[config.mk]
export PLATFORM = sky130hd
export DESIGN_NAME = pbpix_zskip
export DESIGN_NICKNAME = d
export VERILOG_FILES = /design/src/rtl/pbpix_zskip.sv
export SDC_FILE = /design/constraint.sdc
export NUM_CORES = 1
export LEC_CHECK = 0
export ABC_AREA = 1
export CAP_MARGIN = 20
export CELL_PAD_IN_SITES_DETAIL_PLACEMENT = 1
export CELL_PAD_IN_SITES_GLOBAL_PLACEMENT = 2
export CORE_MARGIN = 2
export CORE_UTILIZATION = 32
export DETAILED_ROUTE_END_ITERATION = 10
export GPL_TIMING_DRIVEN = 0
export PLACE_DENSITY_LB_ADDON = 0.05
export SYNTH_ARGS = -nofsm -noshare
export SYNTH_HDL_FRONTEND = slang
export SYNTH_SLANG_ARGS = --single-unit
[constraint.sdc]
create_clock -name i_clk -period 3.5 [get_ports i_clk]
set_clock_uncertainty 0.05 [all_clocks]
set_input_delay 0.7 -clock i_clk [delete_from_list [all_inputs] [get_ports i_clk]]
set_output_delay 0.7 -clock i_clk [all_outputs]
set_load 0.02 [all_outputs]
[src/rtl/pbpix_zskip.sv]
// pbpix_zskip: zero-skipping compressor for a pbpix pixel stream.
// Non-zero pixels are forwarded with their column index. Zero pixels are
// dropped, except that a zero pixel closing a row becomes an empty row
// terminator. Output is buffered in a 2-entry FIFO.
module pbpix_zskip #(
  parameter  int DW      = 8,
  parameter  int ROW_LEN = 16,
  localparam int IW      = $clog2(ROW_LEN)
) (
  input  logic          i_clk,
  input  logic          i_rstn,
  input  logic          in_rdy,
  output logic          in_ack,
  input  logic          in_zero,
  input  logic [DW-1:0] in_data,
  input  logic          in_last,
  output logic          out_rdy,
  input  logic          out_ack,
  output logic          out_zero,
  output logic [DW-1:0] out_data,
  output logic [IW-1:0] out_idx,
  output logic          out_last
);

  logic [1:0]    r_cnt;
  logic          r_wptr;
  logic          r_rptr;
  logic [IW-1:0] r_col;

  logic [DW-1:0] r_mem_data [2];
  logic [IW-1:0] r_mem_idx  [2];
  logic          r_mem_last [2];
  logic          r_mem_zero [2];

  logic          w_acc;
  logic          w_push;
  logic          w_pop;
  logic          w_col_wrap;

  // Handshake and push/pop decode. A zero pixel that does not close a row
  // never touches the FIFO, so it can be consumed even when the FIFO is full.
  always_comb begin
    in_ack     = (r_cnt != 2'd2) || (in_zero && !in_last);
    w_acc      = in_rdy && in_ack;
    w_push     = w_acc && (!in_zero || in_last);
    w_pop      = out_rdy && out_ack;
    w_col_wrap = in_last || (r_col == IW'(ROW_LEN - 1));
  end

  // Column counter: advances on every accepted pixel, wraps at row end.
  always_ff @(posedge i_clk or negedge i_rstn) begin
    if (!i_rstn) begin
      r_col <= '0;
    end else if (w_acc) begin
      r_col <= w_col_wrap ? '0 : r_col + IW'(1);
    end
  end

  // FIFO storage write; terminator entries carry zero data.
  always_ff @(posedge i_clk or negedge i_rstn) begin
    if (!i_rstn) begin
      for (int unsigned i = 0; i < 2; i++) begin
        r_mem_data[i] <= '0;
        r_mem_idx[i]  <= '0;
        r_mem_last[i] <= 1'b0;
        r_mem_zero[i] <= 1'b0;
      end
    end else if (w_push) begin
      r_mem_data[r_wptr] <= in_zero ? '0 : in_data;
      r_mem_idx[r_wptr]  <= r_col;
      r_mem_last[r_wptr] <= in_last;
      r_mem_zero[r_wptr] <= in_zero;
    end
  end

  // FIFO pointers and occupancy; simultaneous push and pop holds the count.
  always_ff @(posedge i_clk or negedge i_rstn) begin
    if (!i_rstn) begin
      r_wptr <= 1'b0;
      r_rptr <= 1'b0;
      r_cnt  <= '0;
    end else begin
      if (w_push) r_wptr <= ~r_wptr;
      if (w_pop)  r_rptr <= ~r_rptr;
      case ({w_push, w_pop})
        2'b10:   r_cnt <= r_cnt + 2'd1;
        2'b01:   r_cnt <= r_cnt - 2'd1;
        default: r_cnt <= r_cnt;
      endcase
    end
  end

  // Head-of-FIFO presentation; outputs read as zero whenever the FIFO is empty.
  always_comb begin
    out_rdy  = (r_cnt != '0);
    out_data = '0;
    out_idx  = '0;
    out_last = 1'b0;
    out_zero = 1'b0;
    if (out_rdy) begin
      out_data = r_mem_data[r_rptr];
      out_idx  = r_mem_idx[r_rptr];
      out_last = r_mem_last[r_rptr];
      out_zero = r_mem_zero[r_rptr];
    end
  end

endmodule

==> results.cfg, run 1 <==
[power]
switching_share_pct = 42.08
p_sw_w = 0.0008042
vdd_drop_max_mv = 0.4031
internal-power_w = 0.001107
leakage_nw = 1.184
p_comb_share_pct = 47.2
p_clk_share_pct = 16.0
power.density_nw_per_um2 = 834.3
seq_power_share_pct = 36.7

[job]
maxCapViolations = 0

[cells_and_area]
layout-drive-gt1-share_pct = 9.253
diodes = 0
design_area_sq_um = 2291
final_nets = 296
area_growth_pct = 25.67

[drt]
postRouteAntennaNets = 0
dr.pass1.iters = 4
via_per_inst = 4.470
vias = 1578
wirelength_um = 4797
drcViolationCount = 0
drt_iter0_drc = 50
wl_per_cell_um = 13.59

[sta]
min_period_over_period_pct = 84.88
worst_pin_slew_ns = 0.8238
clock.fmax_mhz = 336.6
rsz0062_at_grt = false
period_needed_ns = 2.971
finalSetupTns_ns = 0
timing.final.setup_violations = 0
slew_viol_final = 0
slew_headroom_pct = 45.08
hold_violations = 0

[placed_design]
dpl_cell_area_sq_um = 2198
place_hpwl_um = 3270
gp_congestion = 0.6938
portBuffers = 29

[global_routing]
grt_max_degree = 37
grtUsageTotal_pct = 16.63
grt_pass1_wl_um = 7914
grt_pass1_vias = 1555
grt_antenna_before_repair = 0
overflow = 0

[yosys]
syn_area_sq_um = 1823
syn_nets = 260
ys_ff_latch = 36
synth.largest_area_cell = dfrtp_1
postSynthAreaPerCell_sq_um = 7.471
synthCells = 244
yosysWarnings = 0
synthTopCellsByArea = dfrtp_1 (49%), nand2_1 (27%), a21oi_1 (4.4%), inv_1 (3.7%), nor2_1 (2.7%)
synth_cell_types = 21
yosysSeqAreaShare_pct = 49.42
synth_top_area_share_pct = 49.42

[cts]
worstSkewPairLatency_ns = 0.28
clk_pin_slew_ns = 0.07
cts_buffers = 5
post_cts_buffers = 0
postCtsResizedCells = 0
cts.sinks = 36
cts-root-buf = clkbuf_8
cts-hold-fix-buffers = 0
cts_max_path_buffers = 2
cts_tree = yes
htreeDepth = 2

[critical_path]
crit_path_start_kind = flip-flop
crit_required_ns = 2.75
arrival_ns = 2.22
end_kind = primary output
path_max_fanout = 10
crit_type = reg -> out

[die]
start_util_pct = 33.11
ios = 30
fp.coreArea_sq_um = 5507
die_h_um = 79.48
die_area_sq_um = 6316
row_count = 27
die_w_um = 79.48

[run_status]
status = finished, final reports clean

[hold_path]
hold_path_class = reg -> reg
kinds of logic (layout without fill, tap and decap cells):
group                    count (synthesis)  count (layout)  synth area share [%]
AO/OA/AOI/OAI                           18              18                 4.942
XOR/XNOR                                 3               3                 1.442
adder cells (fa/ha/maj)                  2               2                 1.372
buffers and inverters                   29              66                 7.138
flip-flops                              36              36                 49.42
AND/OR/NAND/NOR                        156             156                 35.69
cells in the mapped netlist (all sizes together):
cell type,count
nand4,3
buf,7
nor2,15
o21ai,2
inv,20
xnor2,1
ha,2
clkbuf,2
nand2,133
a21oi,16
nand3,4
dfrtp,36
xor2,2
or2,1
power by group through the flow:
stage / Sequential (W) / Combinational (W) / Clock [W]
3_5_place_dp: 0.000711 / 0.000917 / 0
3_3_place_gp: 0.000706 / 0.000910 / 0
4_1_cts: 0.000704 / 0.000923 / 0.000321
2_1_floorplan: 0.000679 / 0.000580 / 0
5_1_grt: 0.000726 / 0.00100 / 0.000334
6_report: 0.000702 / 0.000903 / 0.000306
stage by stage:
stage	hold slack, ns	total power, W	utilization [%]	setup slack, ns	std cells
floorplan	0.3544	0.001259	-	1.561	244
global placement	0.4133	0.001615	40.01	0.6237	345
detailed placement	0.4151	0.001628	39.92	0.6183	345
CTS	0.4350	0.001948	41.60	0.4976	353
global route	0.4473	0.002065	41.60	0.3845	353
finish	0.4299	0.001911	41.60	0.5293	353
worst max-delay path, cell delays in order, from the launching register on:
cell             delay [ns]
dfrtp_1                0.45
nor2_1                 0.48
buf_2                  0.37
a21oi_1                0.09
clkdlybuf4s50_1        0.55
cells in the final DEF (no fill, tap or decap):
cell type / n
a21oi_1: 16
buf_2: 6
buf_6: 2
clkbuf_1: 2
clkbuf_8: 6
clkdlybuf4s50_1: 28
clkinv_2: 2
dfrtp_1: 36
ha_1: 2
inv_1: 18
inv_2: 2
nand2_1: 131
nand2_2: 1
nand2_4: 1
nand3_1: 3
nand3_4: 1
nand4_1: 1
nand4_2: 2
nor2_1: 13
nor2_4: 2
o21ai_0: 2
or2_2: 1
xnor2_1: 1
xor2_1: 2
path summary, 6_finish.rpt:
check,from,endpoint,slack [ns],cells after the start
max,r_cnt[0],out_data[4],0.53,4
min,r_mem_idx[1],r_mem_idx[1],0.43,2
max reg2reg,r_cnt[0],r_cnt[1],1.57,6
min reg2reg,r_mem_idx[1],r_mem_idx[1],0.43,2
max in group asynchronous,i_rstn,r_mem_data[10],2.42,1
min in group asynchronous,i_rstn,r_col[1],0.46,1
flip-flops by register name, indices dropped and copies added, names as in the netlist:
signal      cells
r_wptr          1
r_col           4
r_cnt           2
r_mem_data     16
r_mem_last      2
r_rptr          1
r_mem_zero      2
r_mem_idx       8
area by class of cell:
cell class,count,area (sq um)
buffer,9,55.05
clock buffer,6,82.58
clock inverter,2,10.01
fill,706,3216
inverter,20,75.07
multi-input combinational,179,792.0
sequential,36,900.9
tap,72,90.09
timing repair buffer,29,285.3
per-layer routing:
metal | part of all wire, % | wire [um] | track usage [%] | vias to the layer above
li1 | - | - | - | 812
met1 | 51 | 2464 | 23.84 | 735
met2 | 44 | 2122 | 24.71 | 26
met3 | 3.4 | 162 | 3.620 | 5
met4 | 0.98 | 47 | 5.690 | 0
met5 | 0 | 0 | 0 | -
No activity file was read; power rests on OpenSTA's default activity.
==> run 2, diff against run 1 <==
--- a/config.mk
+++ b/config.mk
@@ -10,7 +10,7 @@
 export CELL_PAD_IN_SITES_DETAIL_PLACEMENT = 1
 export CELL_PAD_IN_SITES_GLOBAL_PLACEMENT = 2
 export CORE_MARGIN = 2
-export CORE_UTILIZATION = 32
+export CORE_UTILIZATION = 27
 export DETAILED_ROUTE_END_ITERATION = 10
 export GPL_TIMING_DRIVEN = 0
 export PLACE_DENSITY_LB_ADDON = 0.05
==> constraint.sdc (replaced) <==
create_clock -name i_clk -period 2.4 [get_ports i_clk]
set_clock_uncertainty 0.05 [all_clocks]
set_input_delay 0.48 -clock i_clk [delete_from_list [all_inputs] [get_ports i_clk]]
set_output_delay 0.48 -clock i_clk [all_outputs]
set_load 0.02 [all_outputs]
==> results.cfg, run 2 (synthesis results as in run 1) <==
[run_status]
status = finished, final reports clean

[critical_path]
crit_required_ns = 1.87
path_buf_inv = 3
path_delay_family = buffers and inverters
arrival_ns = 1.77
crit_path_start_kind = flip-flop
crit_type = reg -> out
critPathMaxStageDelay_ns = 0.52
path_max_fanout = 10
cpMaxStageDelayCell = clkdlybuf4s50_1
crit_chain = nor2_4 > buf_6 > inv_1 > clkdlybuf4s50_1
end_kind = primary output

[power]
p_total_w = 0.002880
p_clk_share_pct = 19.0
vdd_drop_max_mv = 0.3587
p_comb_share_pct = 44.6
internal-power_w = 0.001662
leakage_nw = 1.285
power.density_nw_per_um2 = 1223
p_sw_w = 0.001218
switching_share_pct = 42.29
seq_power_share_pct = 36.5

[die]
start_util_pct = 28.38
row_count = 29
die_h_um = 86.17
die_area_sq_um = 7425
fp.coreArea_sq_um = 6422
die_w_um = 86.17
ios = 30

[sta]
slew_viol_final = 0
timing.final.setup_violations = 0
fin_ws_ns = 0.09966
clock.fmax_mhz = 434.7
period_needed_ns = 2.300
hold_violations = 0
rsz0062_at_grt = false
worst_pin_slew_ns = 0.6107
min_period_over_period_pct = 95.85
finalSetupTns_ns = 0
slew_headroom_pct = 59.28

[cts]
htreeDepth = 2
cts.sinks = 36
clk_pin_slew_ns = 0.08
cts_max_path_buffers = 2
cts_buffers = 5
cts-hold-fix-buffers = 0
cts-root-buf = clkbuf_8
worstSkewPairLatency_ns = 0.29
cts_tree = yes

[placed_design]
dp_cells = 351
gp_congestion = 0.6994
place_ws_ns = -0.1218
portBuffers = 29
place_hpwl_um = 3501

[drt]
vias = 1614
via_per_inst = 4.483
drcViolationCount = 0
wl_per_cell_um = 14.37
dr.pass1.iters = 4
postRouteAntennaNets = 0
wirelength_um = 5172
drt_iter0_drc = 40

[cells_and_area]
layout-drive-gt1-share_pct = 10.95
instances_no_fill = 360
final_nets = 298
area_growth_pct = 29.17
final_cell_mix = nand2_1 (131), dfrtp_1 (36), inv_1 (17)
top_register = r_mem_data
largest_register_ffs = 16
layout_commonest_cell = nand2_1
fin_util_pct = 36.66
diodes = 0
reg_top3 = r_mem_data (16), r_mem_idx (8), r_col (4)

[global_routing]
overflow = 0
grt_pass1_vias = 1669
grtUsageTotal_pct = 15.22
grt_max_degree = 37
grt_pass1_wl_um = 8597
grt_antenna_before_repair = 0

[job]
maxCapViolations = 0

[hold_path]
hold_path_class = in -> async
-- run 2: cell types whose count changed in the layout (fill, tap and decap cells not counted), moves of 2 or more --
cell / before / now
buf_2: 6 / 3
buf_4: 0 / 4
clkdlybuf4s50_1: 28 / 13
dlygate4sd2_1: 0 / 13
dlymetal6s2s_1: 0 / 2
-- run 2: what timing repair did --
item                                    in CTS  in global routing
endpoints found under the setup margin      16                 10
pin swaps                                    0                  1
resized for setup                           19                  3
buffers inserted                             0                  2
-- run 2: per-stage QoR --
| step | instance area [sq um] | hold slack [ns] |
|---|---|---|
| after floorplan | 1823 | 0.1344 |
| after global placement | 2210 | 0.4135 |
| after detailed placement | 2225 | 0.4163 |
| after CTS | 2335 | 0.09998 |
| after global routing | 2355 | 0.1052 |
| final | 2355 | 0.09623 |
-- run 2: per-layer routing --
| layer | GRT usage (%) | vias up | part of all wire, % | routed length (um) |
|---|---|---|---|---|
| met5 | 0 | - | 0 | 0 |
| met4 | 4.688 | 0 | 1.3 | 68 |
| met3 | 2.762 | 6 | 2.9 | 148 |
| met2 | 23.96 | 28 | 44 | 2291 |
| met1 | 21.38 | 765 | 52 | 2664 |
| li1 | - | 815 | - | - |
-- run 2: path summary, 6_finish.rpt --
check                                 to  cells after the start     startpoint  slack [ns]
max                              out_rdy                      4       r_cnt[0]         0.1
min                         r_mem_idx[6]                      2         i_rstn         0.1
max reg2reg                     r_cnt[1]                      6       r_cnt[0]        0.75
min reg2reg                r_mem_data[9]                      2  r_mem_data[9]        0.44
max in group asynchronous   r_mem_idx[4]                      2         i_rstn        2.02
min in group i_clk         r_mem_data[9]                      2  r_mem_data[9]        0.44
-- run 2: layout make-up --
| class | count | area (sq um) |
|---|---|---|
| inverter | 20 | 75.07 |
| multi-input combinational | 179 | 799.5 |
| sequential | 36 | 900.9 |
| buffer | 8 | 62.56 |
| tap | 77 | 96.34 |
| fill | 794 | 4068 |
| clock inverter | 3 | 42.54 |
| timing repair buffer | 32 | 309.0 |
| clock buffer | 5 | 68.82 |
-- run 2: power by group through the flow --
stage / sequential (W) / clock [W] / combinational [W]
after floorplan: 0.000990 / 0 / 0.000845
after global placement: 0.00103 / 0 / 0.00134
after detailed placement: 0.00103 / 0 / 0.00136
after CTS: 0.00103 / 0.000570 / 0.00132
after global routing: 0.00109 / 0.000588 / 0.00145
final: 0.00105 / 0.000547 / 0.00128
==> run 3, diff against run 2 <==
--- a/config.mk
+++ b/config.mk
@@ -10,7 +10,7 @@
 export CELL_PAD_IN_SITES_DETAIL_PLACEMENT = 1
 export CELL_PAD_IN_SITES_GLOBAL_PLACEMENT = 2
 export CORE_MARGIN = 2
-export CORE_UTILIZATION = 27
+export CORE_UTILIZATION = 30
 export DETAILED_ROUTE_END_ITERATION = 10
 export GPL_TIMING_DRIVEN = 0
 export PLACE_DENSITY_LB_ADDON = 0.05
==> constraint.sdc (replaced) <==
create_clock -name i_clk -period 2.23 [get_ports i_clk]
set_clock_uncertainty 0.05 [all_clocks]
set_input_delay 0.446 -clock i_clk [delete_from_list [all_inputs] [get_ports i_clk]]
set_output_delay 0.446 -clock i_clk [all_outputs]
set_load 0.02 [all_outputs]
==> results.cfg, run 3 (synthesis results as in run 1) <==
[drt]
drt_iter0_drc = 63
route.met2.wl_um = 2183
route.met3.wl_um = 151
dr.pass1.iters = 4
wirelength_um = 5003
highest_layer = met4
postRouteAntennaNets = 0
wl_met1_um = 2617
vias = 1580
via_per_inst = 4.426
drcViolationCount = 0
wl_per_cell_um = 14.01

[die]
die_w_um = 81.95
die_area_sq_um = 6716
fp.coreArea_sq_um = 5886
row_count = 28
ios = 30
die_h_um = 81.95
start_util_pct = 30.97

[power]
vdd_drop_max_mv = 0.5080
leakage_nw = 1.261
power.density_nw_per_um2 = 1333

[job]
maxCapViolations = 0

[critical_path]
arrival_ns = 1.62
crit_required_ns = 1.73
r2r_end = r_cnt[1]
crit_type = reg -> out
r2r.worst_path.cells = 7
reg2reg_from = r_cnt[0]
crit_path_start_kind = flip-flop
end_kind = primary output
reg2reg_slack_ns = 0.54
path_max_fanout = 10

[sta]
worst_pin_slew_ns = 0.8515
min_period_over_period_pct = 94.80
clock.fmax_mhz = 473.0
slew_headroom_pct = 43.24
hold_violations = 0
finalSetupTns_ns = 0
rsz0062_at_grt = false
hold-worst-slack_ns = 0.2100
period_needed_ns = 2.114
timing.final.setup_violations = 0
slew_viol_final = 0

[cells_and_area]
layout_commonest_cell = nand2_1
reg_top3 = r_mem_data (16), r_mem_idx (8), r_col (4)
area_growth_pct = 26.97
instances_no_fill = 357
diodes = 0
final_cell_mix = nand2_1 (131), dfrtp_1 (33), inv_1 (17)
final_nets = 297
largest_register_ffs = 16
top_register = r_mem_data
layout-drive-gt1-share_pct = 14.18
fin_util_pct = 39.33
design_area_sq_um = 2315

[global_routing]
grtUsageTotal_pct = 16.99
overflow = 0
grt_antenna_before_repair = 0
grt_max_degree = 37
grt_pass1_vias = 1613
grt_pass1_wl_um = 8418

[cts]
cts_buffers = 5
cts_tree = yes
cts.sinks = 36
worstSkewPairLatency_ns = 0.29
cts_max_path_buffers = 2
cts-root-buf = clkbuf_8
clk_pin_slew_ns = 0.08
cts-hold-fix-buffers = 0
htreeDepth = 2

[placed_design]
dp_cells = 348
dpl_cell_area_sq_um = 2202
place_hpwl_um = 3350
gp_congestion = 0.7136
portBuffers = 29

[hold_path]
hold_path_class = in -> async

[run_status]
status = finished, final reports clean
-- run 3: report_power, final --
| part | total [W] | internal, W | switching [W] |
|---|---|---|---|
| registers | 0.00114 | 0.000918 | 0.000222 |
| logic | 0.00136 | 0.000525 | 0.000832 |
| clock network | 0.000590 | 0.000331 | 0.000259 |
-- run 3: metrics by stage --
step	power [W]	setup slack, ns
floorplan	0.001976	0.5454
global placement	0.002537	-0.3349
detailed placement	0.002555	-0.2233
CTS	0.003149	0.003772
global route	0.003361	0.01449
finish	0.003087	0.1159
-- run 3: final cells by class --
| type | count | area (sq um) |
|---|---|---|
| buffer | 8 | 58.81 |
| inverter | 20 | 75.07 |
| fill | 743 | 3571 |
| tap | 75 | 93.84 |
| sequential | 36 | 904.6 |
| clock buffer | 5 | 68.82 |
| clock inverter | 3 | 42.54 |
| timing repair buffer | 31 | 271.5 |
| multi-input combinational | 179 | 799.5 |
-- run 3: how the worst max path moves through the flow --
stage / startpoint / to / slack (ns) / depth (start not counted)
CTS: r_rptr / out_last / 0.004 / 4
detailed placement: r_cnt[0] / out_idx[2] / -0.22 / 4
global route: r_rptr / out_idx[2] / 0.01 / 5
finish: r_rptr / out_data[0] / 0.12 / 5
global placement: i_rstn / r_mem_data[1] / -0.33 / 1
floorplan: r_rptr / out_data[0] / 0.55 / 5
-- run 3: per-layer routing --
| metal | track usage (%) | up-vias |
|---|---|---|
| met5 | 0 | - |
| met3 | 3.736 | 5 |
| met1 | 25.02 | 743 |
| met2 | 25.28 | 20 |
| li1 | - | 812 |
| met4 | 4.000 | 0 |
-- run 3: timing repair --
| item | CTS | global route |
|---|---|---|
| setup endpoints to repair | 16 | 13 |
| pin swaps | 1 | 0 |
| gates cloned | 0 | 0 |
| resized for setup | 23 | 16 |
| buffers inserted | 2 | 0 |
-- run 3: critical path, stage by stage, from the launching register on --
cell and delay [ns]:
dfrtp_2 0.46, inv_2 0.12, buf_4 0.19, nand2_1 0.06, a21oi_1 0.14, dlygate4sd2_1 0.35
